--- config.mk ---
export PLATFORM = sky130hd
export DESIGN_NAME = data_pack
export DESIGN_NICKNAME = d
export VERILOG_FILES = /design/src/rtl/data_pack.sv
export SDC_FILE = /design/constraint.sdc
export NUM_CORES = 1
export LEC_CHECK = 0
export ABC_CLOCK_PERIOD_IN_PS = 2900
export BUFFER_PORTS_ARGS = -buffer_cell sky130_fd_sc_hd__buf_2
export CAP_MARGIN = 20
export CORE_ASPECT_RATIO = 1.25
export CORE_UTILIZATION = 36
export CTS_CLUSTER_DIAMETER = 80
export CTS_CLUSTER_SIZE = 16
export DETAILED_ROUTE_END_ITERATION = 8
export GPL_ROUTABILITY_DRIVEN = 1
export PLACE_DENSITY = 0.52
export SYNTH_ARGS = -nofsm -noshare
export SYNTH_HDL_FRONTEND = slang
export SYNTH_SLANG_ARGS = --single-unit
--- constraint.sdc ---
create_clock -name clk_i -period 2.9 [get_ports clk_i]
set_input_delay 0.29 -clock clk_i [delete_from_list [all_inputs] [get_ports clk_i]]
set_output_delay 0.29 -clock clk_i [all_outputs]
set_load 0.05 [all_outputs]
--- src/rtl/data_pack.sv ---
// Width upsizer: packs RATIO narrow beats into one wide word, lane 0 at the LSBs.
// A beat marked last closes a partial word early; keep flags which lanes are real.
module data_pack #(
  parameter int IN_WIDTH  = 32,
  parameter int RATIO     = 4,
  localparam int OUT_WIDTH = IN_WIDTH * RATIO,
  localparam int CNT_W     = (RATIO > 1) ? $clog2(RATIO) : 1
) (
  input  logic                 clk_i,
  input  logic                 rst_n_i,
  input  logic [IN_WIDTH-1:0]  in_data_i,
  input  logic                 in_last_i,
  input  logic                 in_valid_i,
  output logic                 in_ready_o,
  output logic [OUT_WIDTH-1:0] out_data_o,
  output logic [RATIO-1:0]     out_keep_o,
  output logic                 out_last_o,
  output logic                 out_valid_o,
  input  logic                 out_ready_i
);

  localparam logic [CNT_W-1:0] LAST_CNT = CNT_W'(RATIO - 1);

  logic [CNT_W-1:0]     cnt;
  logic [OUT_WIDTH-1:0] buffer;
  logic [RATIO-1:0]     keep_acc;

  logic                 accept;
  logic                 complete;
  logic [OUT_WIDTH-1:0] merged_data;
  logic [RATIO-1:0]     merged_keep;

  // The output slot is free when empty or being drained this cycle.
  assign in_ready_o = ~out_valid_o | out_ready_i;
  assign accept     = in_valid_i & in_ready_o;
  assign complete   = accept & ((cnt == LAST_CNT) | in_last_i);

  always_comb begin
    merged_data = buffer;
    merged_data[int'(cnt) * IN_WIDTH +: IN_WIDTH] = in_data_i;
    merged_keep = keep_acc | (RATIO'(1) << cnt);
  end

  // Buffer clears on completion so unfilled lanes of the next word read as 0.
  always_ff @(posedge clk_i) begin
    if (!rst_n_i) begin
      cnt         <= '0;
      buffer      <= '0;
      keep_acc    <= '0;
      out_valid_o <= 1'b0;
      out_data_o  <= '0;
      out_keep_o  <= '0;
      out_last_o  <= 1'b0;
    end else begin
      if (out_valid_o && out_ready_i) begin
        out_valid_o <= 1'b0;
      end
      if (complete) begin
        out_valid_o <= 1'b1;
        out_data_o  <= merged_data;
        out_keep_o  <= merged_keep;
        out_last_o  <= in_last_i;
        cnt         <= '0;
        buffer      <= '0;
        keep_acc    <= '0;
      end else if (accept) begin
        cnt      <= cnt + 1'b1;
        buffer   <= merged_data;
        keep_acc <= merged_keep;
      end
    end
  end

endmodule
==> results of run 1 <==
[critical path, cell delays in order, from the launching register on]
cell,delay (ns)
dfxtp_1,0.33
clkinv_1,0.09
buf_4,0.37
ha_1,0.29
and4bb_2,0.74
a32oi_1,0.29
o2bb2ai_1,0.19
[power by group through the flow]
stage                     Combinational, W  Clock [W]  Sequential (W)
after floorplan                   0.000492          0         0.00394
after global placement            0.000853          0         0.00384
after detailed placement          0.000855          0         0.00385
after CTS                         0.000855    0.00278         0.00376
after global routing              0.000911    0.00291         0.00376
final                             0.000863    0.00270         0.00376
[flip-flops by register name, indices dropped and copies added (netlist names)]
name         count
buffer         128
out_keep_o       4
out_last_o       1
keep_acc         4
cnt              2
out_valid_o      1
out_data_o     128
[cell usage in the layout (no fill, tap or decap), types with 2 or more instances in the layout]
cell type / instances
o21ai_0: 3
dfxtp_1: 268
clkinv_1: 3
o2bb2ai_1: 126
and4b_1: 2
a22oi_1: 66
a211oi_1: 4
ha_1: 8
o31ai_1: 129
a31oi_1: 8
and4bb_2: 3
inv_2: 3
clkbuf_16: 21
nand3_1: 4
inv_1: 2
a21oi_1: 131
buf_2: 171
buf_12: 7
nor2b_2: 2
buf_4: 29
inv_4: 2
nor2_1: 6
nand4_1: 129
a32oi_1: 61
[routing by layer]
layer,vias up,track usage
li1,4707,-
met1,5009,0.342
met2,379,0.379
met3,43,0.0287
met4,0,0.0564
met5,-,0
[synth_stat cells, drive strengths merged]
master | count | area, sq um
a31oi | 9 | 56.3
or2 | 2 | 12.5
o21ai | 3 | 15.0
a311oi | 1 | 8.76
and3 | 1 | 6.26
nor4bb | 1 | 10.0
nor3b | 1 | 12.5
o2bb2ai | 126 | 1100
and2 | 1 | 6.26
a31o | 1 | 8.76
nand2 | 1 | 3.75
nor2 | 6 | 22.5
a211oi | 4 | 30.0
inv | 8 | 32.5
and4bb | 3 | 37.5
nand3 | 4 | 20.0
o31ai | 129 | 968
clkinv | 2 | 7.51
and4b | 2 | 20.0
clkbuf | 108 | 405
nand4 | 129 | 807
a22oi | 66 | 495
a21oi | 131 | 656
buf | 87 | 485
ha | 8 | 100
dfxtp | 268 | 5370
o221a | 1 | 11.3
nor2b | 4 | 25.0
and3b | 1 | 8.76
a32oi | 61 | 534
[final cells by class]
cell class,count,area share
Sequential cell,268,0.422
Multi-Input combinational cell,696,0.396
Timing Repair Buffer,207,0.0954
Clock buffer,21,0.0413
Tap cell,407,0.0400
Inverter,10,0.00335
Clock inverter,1,0.00236
[how the worst max path moves through the flow]
stage,from,to,slack (ns)
2_1_floorplan,cnt[0],buffer[123],0.58
3_3_place_gp,cnt[0],out_valid_o,0.55
3_5_place_dp,cnt[0],out_valid_o,0.53
4_1_cts,cnt[0],out_valid_o,0.50
5_1_grt,cnt[0],out_valid_o,0.32
6_report,cnt[0],out_data_o[76],0.51
[per-stage QoR]
stage	area [sq um]	hold WS [ns]	worst slack [ns]	std cells	utilization
2_1_floorplan	11300	0.422	0.575	1169	-
3_5_place_dp	12200	0.442	0.531	1588	0.394
6_report	12700	0.0763	0.510	1610	0.412
4_1_cts	12700	0.0439	0.500	1610	0.412
3_3_place_gp	12200	0.438	0.549	1588	0.394
5_1_grt	12700	0.0611	0.315	1610	0.412
[cells by family after synthesis]
family	count (synthesis)	share of synthesized area
buf+inv	205	0.0826
flops	268	0.476
fa+ha+maj	8	0.00888
compound gates	532	0.345
simple gates	156	0.0880
==> results.env, run 1 <==
POST-DP-HPWL_UM=23600
STARTPOINT_TYPE='flop'
TRITONCTS.NUM_BUFFERS=20
INITIAL_CORE_UTIL=0.365
TIMING.FINAL.HOLD_VIOLATIONS=0
POWER_DENSITY_nW_PER_UM2=576
NUM_ANTENNA_CELLS=0
SLEW-LIMIT-HEADROOM=0.366
VERTICAL_EXTENT_OF_THE_DIE_UM=200
R2R-END='out_data_o[76]'
CLKSLEWWORSTSETUPHOLDPATHS_NS=0.08
COUNT_OF_FINAL_MAX_SLEW_CHECK_FAILURES=0
CRIT_TYPE='flop to flop'
ROUTE.VIAS.TOTAL=10100
TOTAL_POWER_W=0.00732
HOLD_PATH_STARTPOINT='rst_n_i'
ROWS=72
SYNTHESIS.INSTANCES=1169
RR_WORST_DEPTH=6
IO-PIN-COUNT=172
DRIVE_GT1_FRAC=0.204
NUMBER_OF_SETUP_VIOLATIONS_IN_THE_FINAL_REPORT=0
CTS_TREE='built'
CLOCK_PATH_BUFFERS=3
POSTCTSSETUPBUFFERS=0
SUM_OF_ROUTED_WIRE_LENGTH_OVER_ALL_LAYERS_UM=39700
ROUTEDLENGTHMET1_UM=17900
OUTCOME='finished clean'
CRIT_ARRIVAL_NS=2.83
TIMING.CRITICAL_PATH.FANOUT_MAX=34
ANTENNA_FOUND_INITIAL=0
POWER.SEQUENTIAL.FRACTION=0.513
ROUTE.MET2.WL_UM=18600
SYNTHESIS.YOSYS.WARNINGS=0
DR.MAX_LAYER_USED='met4'
TIMING.HOLD.WORST_PATH_DEPTH=2
VDD_IR_DROP_MAX_uV=295
RSZ0062_AT_GRT='no'
POSTROUTEANTENNANETS=0
R2R-START='cnt[0]'
POWER.LEAKAGE_nW=4.28
TIMING.HOLD.WORST_ENDPOINT='out_keep_o[3]'
PLACE.PORT_BUFFERS=171
CTS.REPAIR.RESIZED=0
SYNTH_SEQUENTIAL_AREA_RATIO=0.476
FP.DIEW_UM=160
MAXCLOCKFREQUENCY_MHz=418
PWR-SHARE-COMB=0.118
AVGVIACOUNTPERCELL=6.30
GP_CONGESTION=0.817
FILLERS=3102
FINAL_NETS=1248
TIMING.CRITICAL_PATH.TO_TYPE='flop'
FIN_CRIT_NS=2.39
CORE_SQ_UM=30900
CRIT_REQUIRED_NS=3.34
YS_FF_LATCH=268
YOSYS.CELL_TYPES.COUNT=36
SHARE_CLK_OF_TOTAL_POWER=0.369
CTS_SINKS=268
POSTCTSHOLDBUFS=0
MULTI_INPUT_COMBINATIONAL_CELL_AREA_SQ_UM=5030
FIRST_GLOBAL_VIAS=9163
GRT_FIRST_PASS_WIRELENGTH_UM=59300
SYNTH_NETS=1214
FP.DIEAREA_SQ_UM=32000
P_INT_W=0.00528
INSERTION_DELAY_NS=0.52
SWITCHING_POWER_W=0.00204
SYNTHESIS_TO_FINISH_AREA_GROWTH_PCT=12.8
DETAILROUTE.WIRELENGTH.MET3_UM=2400
DRC=0
FIRST_ITER_VIOLATIONS=1130
SYNTH.CELL_AREA_SQ_UM=11300
MAXCAPVIOLATIONS=0
CTS_ROOT_CELL='clkbuf_16'
WORST_PIN_SLEW_NS=0.951
GRT_OVERFLOW_TOTAL=0
SWITCHING_SHARE=0.278
FIN_SKEW_NS=0.0166
GRT.TOTAL_USAGE=0.238
TIMING.HOLD.WORST.CLASS='primary input to flop'
SYN_AREA_PER_CELL_SQ_UM=9.65
HTREE_LEVELS=1
WORST_R2R_SETUP_SLACK_NS=0.51
ROUTE.DETAILED.WL_PER_INST_UM=24.6
AREA_OCCUPIED_BY_REGISTERS_SQ_UM=5370
SETUP-TNS-FINAL_NS=0
GRT_MAX_DEGREE=107
FIRSTDRTPASSITERS=5
FIN_CRIT_SH=0.824
No activity file was read; power rests on OpenSTA's default activity.
==> inputs of run 2 (changes only) <==
--- a/config.mk
+++ b/config.mk
@@ -5,7 +5,7 @@
 export SDC_FILE = /design/constraint.sdc
 export NUM_CORES = 1
 export LEC_CHECK = 0
-export ABC_CLOCK_PERIOD_IN_PS = 2900
+export ABC_CLOCK_PERIOD_IN_PS = 2400
 export BUFFER_PORTS_ARGS = -buffer_cell sky130_fd_sc_hd__buf_2
 export CAP_MARGIN = 20
 export CORE_ASPECT_RATIO = 1.25
==> constraint.sdc (replaced) <==
create_clock -name clk_i -period 2.4 [get_ports clk_i]
set_input_delay 0.24 -clock clk_i [delete_from_list [all_inputs] [get_ports clk_i]]
set_output_delay 0.24 -clock clk_i [all_outputs]
set_load 0.05 [all_outputs]
==> results.env, run 2 (synthesis results as in run 1) <==
AVGVIACOUNTPERCELL=6.30  # about the same
GRT.TOTAL_USAGE=0.242  # +0.00477
TIMING.HOLD.WORST.CLASS='primary input to flop'
POST-DP-HPWL_UM=23300  # -1.3%
CLKSLEWWORSTSETUPHOLDPATHS_NS=0.08  # about the same
FIRSTDRTPASSITERS=7  # +2
GRT_FIRST_PASS_WIRELENGTH_UM=60100  # +1.3%
FIN_CRIT_SH=0.917  # +0.0925
GP_CONGESTION=0.808  # -1.1%
HTREE_LEVELS=1  # unchanged
TRITONCTS.NUM_BUFFERS=20  # unchanged
POSTROUTEANTENNANETS=0  # unchanged
GRT_MAX_DEGREE=132  # +23%
FP.DIEAREA_SQ_UM=32000  # unchanged
REG_TOP3='buffer (128), out_data_o (128)'
CRIT_TYPE='flop to flop'
POWER.LEAKAGE_nW=4.32  # +0.93%
FP.DIEW_UM=160  # unchanged
DRC=0  # unchanged
MOST-COMMON-LAYOUT-CELLS='dfxtp_1, buf_2, a21oi_1, nand4_1, o31ai_1'
TIMING.CRITICAL_PATH.FANOUT_MAX=53  # +56%
SUM_OF_ROUTED_WIRE_LENGTH_OVER_ALL_LAYERS_UM=40300  # +1.5%
TIMING.CRITICAL_PATH.TO_TYPE='flop'
CRIT_ARRIVAL_NS=2.60  # -0.23 ns
NUMBER_OF_SETUP_VIOLATIONS_IN_THE_FINAL_REPORT=0  # unchanged
STARTPOINT_TYPE='flop'
GRT_OVERFLOW_TOTAL=0  # unchanged
PLACEMENT.CELL_AREA_SQ_UM=12300  # +0.86%
FIRST_GLOBAL_VIAS=9278  # +1.3%
ROUTE.VIAS.TOTAL=10100  # +0.0099%
CLOCK_PATH_BUFFERS=3  # unchanged
DRIVE_GT1_FRAC=0.204  # -0.000831
CRITICAL_PATH.STARTPOINT='cnt[0]'
SLEW-LIMIT-HEADROOM=0.492  # +0.126
FINISH.INSTANCE_AREA_SQ_UM=12800  # +0.93%
VDD_IR_DROP_MAX_uV=362  # +22%
SETUP-TNS-FINAL_NS=0  # unchanged
FILLERS=3043  # -1.9%
FIRST_ITER_VIOLATIONS=1150  # +1.8%
INITIAL_CORE_UTIL=0.365  # unchanged
FINAL_NETS=1248  # unchanged
MAXCAPVIOLATIONS=0  # unchanged
MAXCLOCKFREQUENCY_MHz=454  # +8.6%
FIN_SKEW_NS=0.0162  # -0.000401 ns
SYNTHESIS_TO_FINISH_AREA_GROWTH_PCT=13.8
POWER_DENSITY_nW_PER_UM2=691  # +20%
OUTCOME='finished clean'
CTS_SINKS=268  # unchanged
ROWS=72  # unchanged
ROUTE.DETAILED.WL_PER_INST_UM=25.0  # +1.5%
ANTENNA_FOUND_INITIAL=0  # unchanged
RSZ0062_AT_GRT='no'
INSERTION_DELAY_NS=0.52  # about the same
HOLD_PATH_STARTPOINT='in_last_i'
R2R-START='cnt[0]'
LAYOUT_COMMONEST_CELL='dfxtp_1'
VERTICAL_EXTENT_OF_THE_DIE_UM=200  # unchanged
WORST_PIN_SLEW_NS=0.762  # -0.188 ns
COUNT_OF_FINAL_MAX_SLEW_CHECK_FAILURES=0  # unchanged
FIN_CRIT_NS=2.20  # -0.190 ns
TIMING.FINAL.HOLD_VIOLATIONS=0  # unchanged
CRIT_REQUIRED_NS=2.80  # -0.54 ns
PLACE.PORT_BUFFERS=171  # unchanged
CTS_TREE='built'
CTS_ROOT_CELL='clkbuf_16'
CORE_SQ_UM=30900  # unchanged
WORST_R2R_SETUP_SLACK_NS=0.20  # -0.31 ns
IO-PIN-COUNT=172  # unchanged
NUM_ANTENNA_CELLS=0  # unchanged
==> run 2: changes by cell type in the layout (fill, tap and decap cells not counted) <==
cell | before | now
and4bb_4 | 0 | 1
buf_4 | 29 | 19
buf_12 | 7 | 16
dlygate4sd3_1 | 0 | 1
and4bb_2 | 3 | 2
==> run 2: layer usage <==
layer  share of wire  global-route usage  vias to the layer above
met3           0.065              0.0417                       64
met5               0                   0                        -
met2            0.46               0.375                      367
met4           0.032              0.0861                        0
li1                -                   -                     4694
met1            0.44               0.339                     5014
==> run 2: path summary, 6_finish.rpt <==
path / endpoint / cells past startpoint
min: out_last_o / 3
min reg2reg: out_data_o[43] / 1
max reg2reg: buffer[79] / 5
max: buffer[79] / 5
==> run 2: worst max-delay path, stage by stage (launching register included) <==
cell and delay [ns]:
dfxtp_1 0.44, ha_1 0.26, or2_1 0.36, a31o_4 0.58, buf_12 0.34, a21oi_1 0.08
==> run 2: layout make-up <==
type,instances,area (sq um),area share
flip-flops and latches,268,5370,0.418
multi-input cells,696,5030,0.392
repair buffers,207,1330,0.104
clock buffers,21,526,0.0409
well taps,407,509,0.0397
inverters,10,42.5,0.00331
clock inverters,1,30.0,0.00234
==> run 2: through the flow <==
step	power, W	std cells	hold slack [ns]	util	setup WS, ns
6_report	0.00887	1610	0.0346	0.415	0.200
5_1_grt	0.00918	1610	0.0395	0.415	0.0287
4_1_cts	0.00895	1610	0.0249	0.415	0.0550
3_5_place_dp	0.00571	1587	0.441	0.397	0.0643
3_3_place_gp	0.00571	1587	0.439	0.397	0.179
2_1_floorplan	0.00535	1169	0.387	-	0.0754
==> run 2: report_power, final <==
part,total (W),internal (W),switching (W)
clock,0.00326,0.00166,0.00160
sequential,0.00454,0.00451,0.0000366
combinational,0.00107,0.000239,0.000833
total,0.00887,0.00640,0.00247
==> run 2: what timing repair did <==
action,CTS,global route
hold buffers,1,0
buffers inserted,0,0
endpoints found under the setup margin,0,31
endpoints found under the hold margin,1,0
resized for setup,0,1
==> inputs of run 3 (changes only) <==
--- a/config.mk
+++ b/config.mk
@@ -9,6 +9,7 @@
 export BUFFER_PORTS_ARGS = -buffer_cell sky130_fd_sc_hd__buf_2
 export CAP_MARGIN = 20
 export CORE_ASPECT_RATIO = 1.25
+export CORE_MARGIN = 8
 export CORE_UTILIZATION = 36
 export CTS_CLUSTER_DIAMETER = 80
 export CTS_CLUSTER_SIZE = 16
==> results.env, run 3 (synthesis results as in run 1) <==
OUTCOME='finished clean'
ROUTE.VIAS.TOTAL=10100  # -0.22%
R2R-START='cnt[1]'
LAYOUT_COMMONEST_CELL='dfxtp_1'
SETUP-TNS-FINAL_NS=0  # unchanged
TIMING.HOLD.WORST.CLASS='primary input to flop'
GRT_FIRST_PASS_WIRELENGTH_UM=63000  # +4.8%
GRT.TOTAL_USAGE=0.212  # -0.0309
FIN_CRIT_SH=0.911  # -0.00542
FIRST_GLOBAL_VIAS=9677  # +4.3%
AVGVIACOUNTPERCELL=6.28  # -0.28%
SLEW-LIMIT-HEADROOM=0.552  # +0.0600
NUMBER_OF_SETUP_VIOLATIONS_IN_THE_FINAL_REPORT=0  # unchanged
CRITICAL_PATH_CELL_SEQUENCE='nor2b_4 > inv_4 > buf_12 > buf_2'
MOST-COMMON-LAYOUT-CELLS='dfxtp_1, buf_2, a21oi_1, nand4_1, o31ai_1'
CRITICAL_PATH.TOP_DELAY_FAMILY='buffers and inverters'
HTREE_LEVELS=1  # unchanged
MAXCAPVIOLATIONS=0  # unchanged
CTS_ROOT_CELL='clkbuf_16'
FIRSTDRTPASSITERS=5  # -2
SUM_OF_ROUTED_WIRE_LENGTH_OVER_ALL_LAYERS_UM=41600  # +3.4%
PLACE_WS_NS=0.188  # +0.124 ns
REG_TOP3='buffer (128), out_data_o (128)'
NUM_ANTENNA_CELLS=0  # unchanged
TIMING.CRITICAL_PATH.TO_TYPE='primary output'
CRITICAL_PATH_TOP_DELAY_CELL='buf_12'
CTS_TREE='built'
FP.DIEW_UM=174  # +8.7%
COUNT_OF_FINAL_MAX_SLEW_CHECK_FAILURES=0  # unchanged
ANTENNA_FOUND_INITIAL=0  # unchanged
VERTICAL_EXTENT_OF_THE_DIE_UM=214  # +7.0%
CRITICAL_PATH.STARTPOINT='out_valid_o'
CORE_SQ_UM=30900  # unchanged
ROUTE.DETAILED.WL_PER_INST_UM=25.8  # +3.3%
CTS_SINKS=268  # unchanged
IO-PIN-COUNT=172  # unchanged
POSTLAYOUTSETUPSLACKWORST_NS=0.213  # +0.0130 ns
DRIVE_GT1_FRAC=0.204  # +0.000661
GRT_OVERFLOW_TOTAL=0  # unchanged
RSZ0062_AT_GRT='no'
TRITONCTS.NUM_BUFFERS=20  # unchanged
SYNTHESIS_TO_FINISH_AREA_GROWTH_PCT=13.7
CRIT_REQUIRED_NS=2.16  # -0.64 ns
POWER.LEAKAGE_nW=4.32  # +0.11%
STARTPOINT_TYPE='flop'
PLACE.PORT_BUFFERS=171  # unchanged
INSERTION_DELAY_NS=0.53  # about the same
POWER_DENSITY_nW_PER_UM2=692  # about the same
HOLD_PATH_STARTPOINT='in_last_i'
POSTROUTEANTENNANETS=0  # unchanged
TIMING.FINAL.HOLD_VIOLATIONS=0  # unchanged
FIN_CRIT_NS=2.19  # -0.0130 ns
DRC=0  # unchanged
CRIT_TYPE='flop to primary output'
POSTCTSSETUPBUFFERS=0  # unchanged
FIRST_ITER_VIOLATIONS=1092  # -5.0%
GP_CONGESTION=0.797  # -1.3%
VDD_IR_DROP_MAX_uV=392  # +8.2%
POST-DP-HPWL_UM=24800  # +6.7%
CLOCK_PATH_BUFFERS=3  # unchanged
UTILIZATION=0.415  # -0.000445
MAXCLOCKFREQUENCY_MHz=457  # +0.59%
MAX_STAGE_DELAY_NS=0.43  # -0.15 ns
GRT_MAX_DEGREE=132  # unchanged
FIN_SKEW_NS=0.0230  # +0.00680 ns
CLKSLEWWORSTSETUPHOLDPATHS_NS=0.07  # about the same
CP.BUFFERS_INVERTERS=3  # +2
FP.DIEAREA_SQ_UM=37300  # +16%
TIMING.CRITICAL_PATH.FANOUT_MAX=105  # +98%
INITIAL_CORE_UTIL=0.365  # unchanged
CRIT_ARRIVAL_NS=1.95  # -0.65 ns
ROWS=72  # unchanged
FINAL_NETS=1249  # +0.080%
WORST_PIN_SLEW_NS=0.672  # -0.0899 ns
==> run 3: cell types whose count changed in the layout (fill, tap and decap cells not counted), sizes merged <==
cell and delta:
buf +1
==> run 3: worst min-delay path, stage by stage <==
cell and delay, ns:
buf_2 0.11, nand3_1 0.08, a21oi_1 0.06
==> run 3: path summary, 6_finish.rpt <==
check / cells past startpoint / end / slack [ns]
worst min register to register: 1 / out_data_o[16] / 0.46
worst min-delay path: 3 / out_last_o / 0.02
worst max-delay path: 4 / in_ready_o / 0.21
worst max register to register: 5 / buffer[74] / 0.25
==> run 3: timing repair <==
item                       4_1_cts  5_1_grt
resized for setup                0        2
hold buffers                     1        0
hold endpoints to repair         1        0
setup endpoints to repair        0       16
==> run 3: area by class of cell <==
| class | count | area, sq um |
|---|---|---|
| Multi-Input combinational cell | 696 | 5040 |
| Clock inverter | 1 | 30.0 |
| Timing Repair Buffer | 208 | 1310 |
| Inverter | 10 | 42.5 |
| Tap cell | 407 | 509 |
| Clock buffer | 21 | 526 |
| Sequential cell | 268 | 5370 |
| Fill cell | 3042 | 18100 |
==> run 3: power breakdown <==
part	internal, W	switching [W]
clock	0.00166	0.00160
combinational	0.000235	0.000837
sequential	0.00451	0.0000365
total	0.00640	0.00247
==> run 3: per-layer routing <==
layer,GRT usage,up-vias,part of all wire
li1,-,4690,-
met2,0.323,345,0.46
met3,0.0386,50,0.063
met1,0.299,5032,0.45
met5,0,-,0
met4,0.0664,0,0.028
==> run 3: metrics by stage <==
step	power [W]	hold WS (ns)	std cells	area [sq um]
floorplan	0.00535	0.387	1169	11300
global placement	0.00570	0.440	1588	12200
detailed placement	0.00571	0.442	1588	12200
CTS	0.00893	0.00723	1611	12800
global route	0.00916	0.0294	1611	12800
finish	0.00887	0.0240	1611	12800
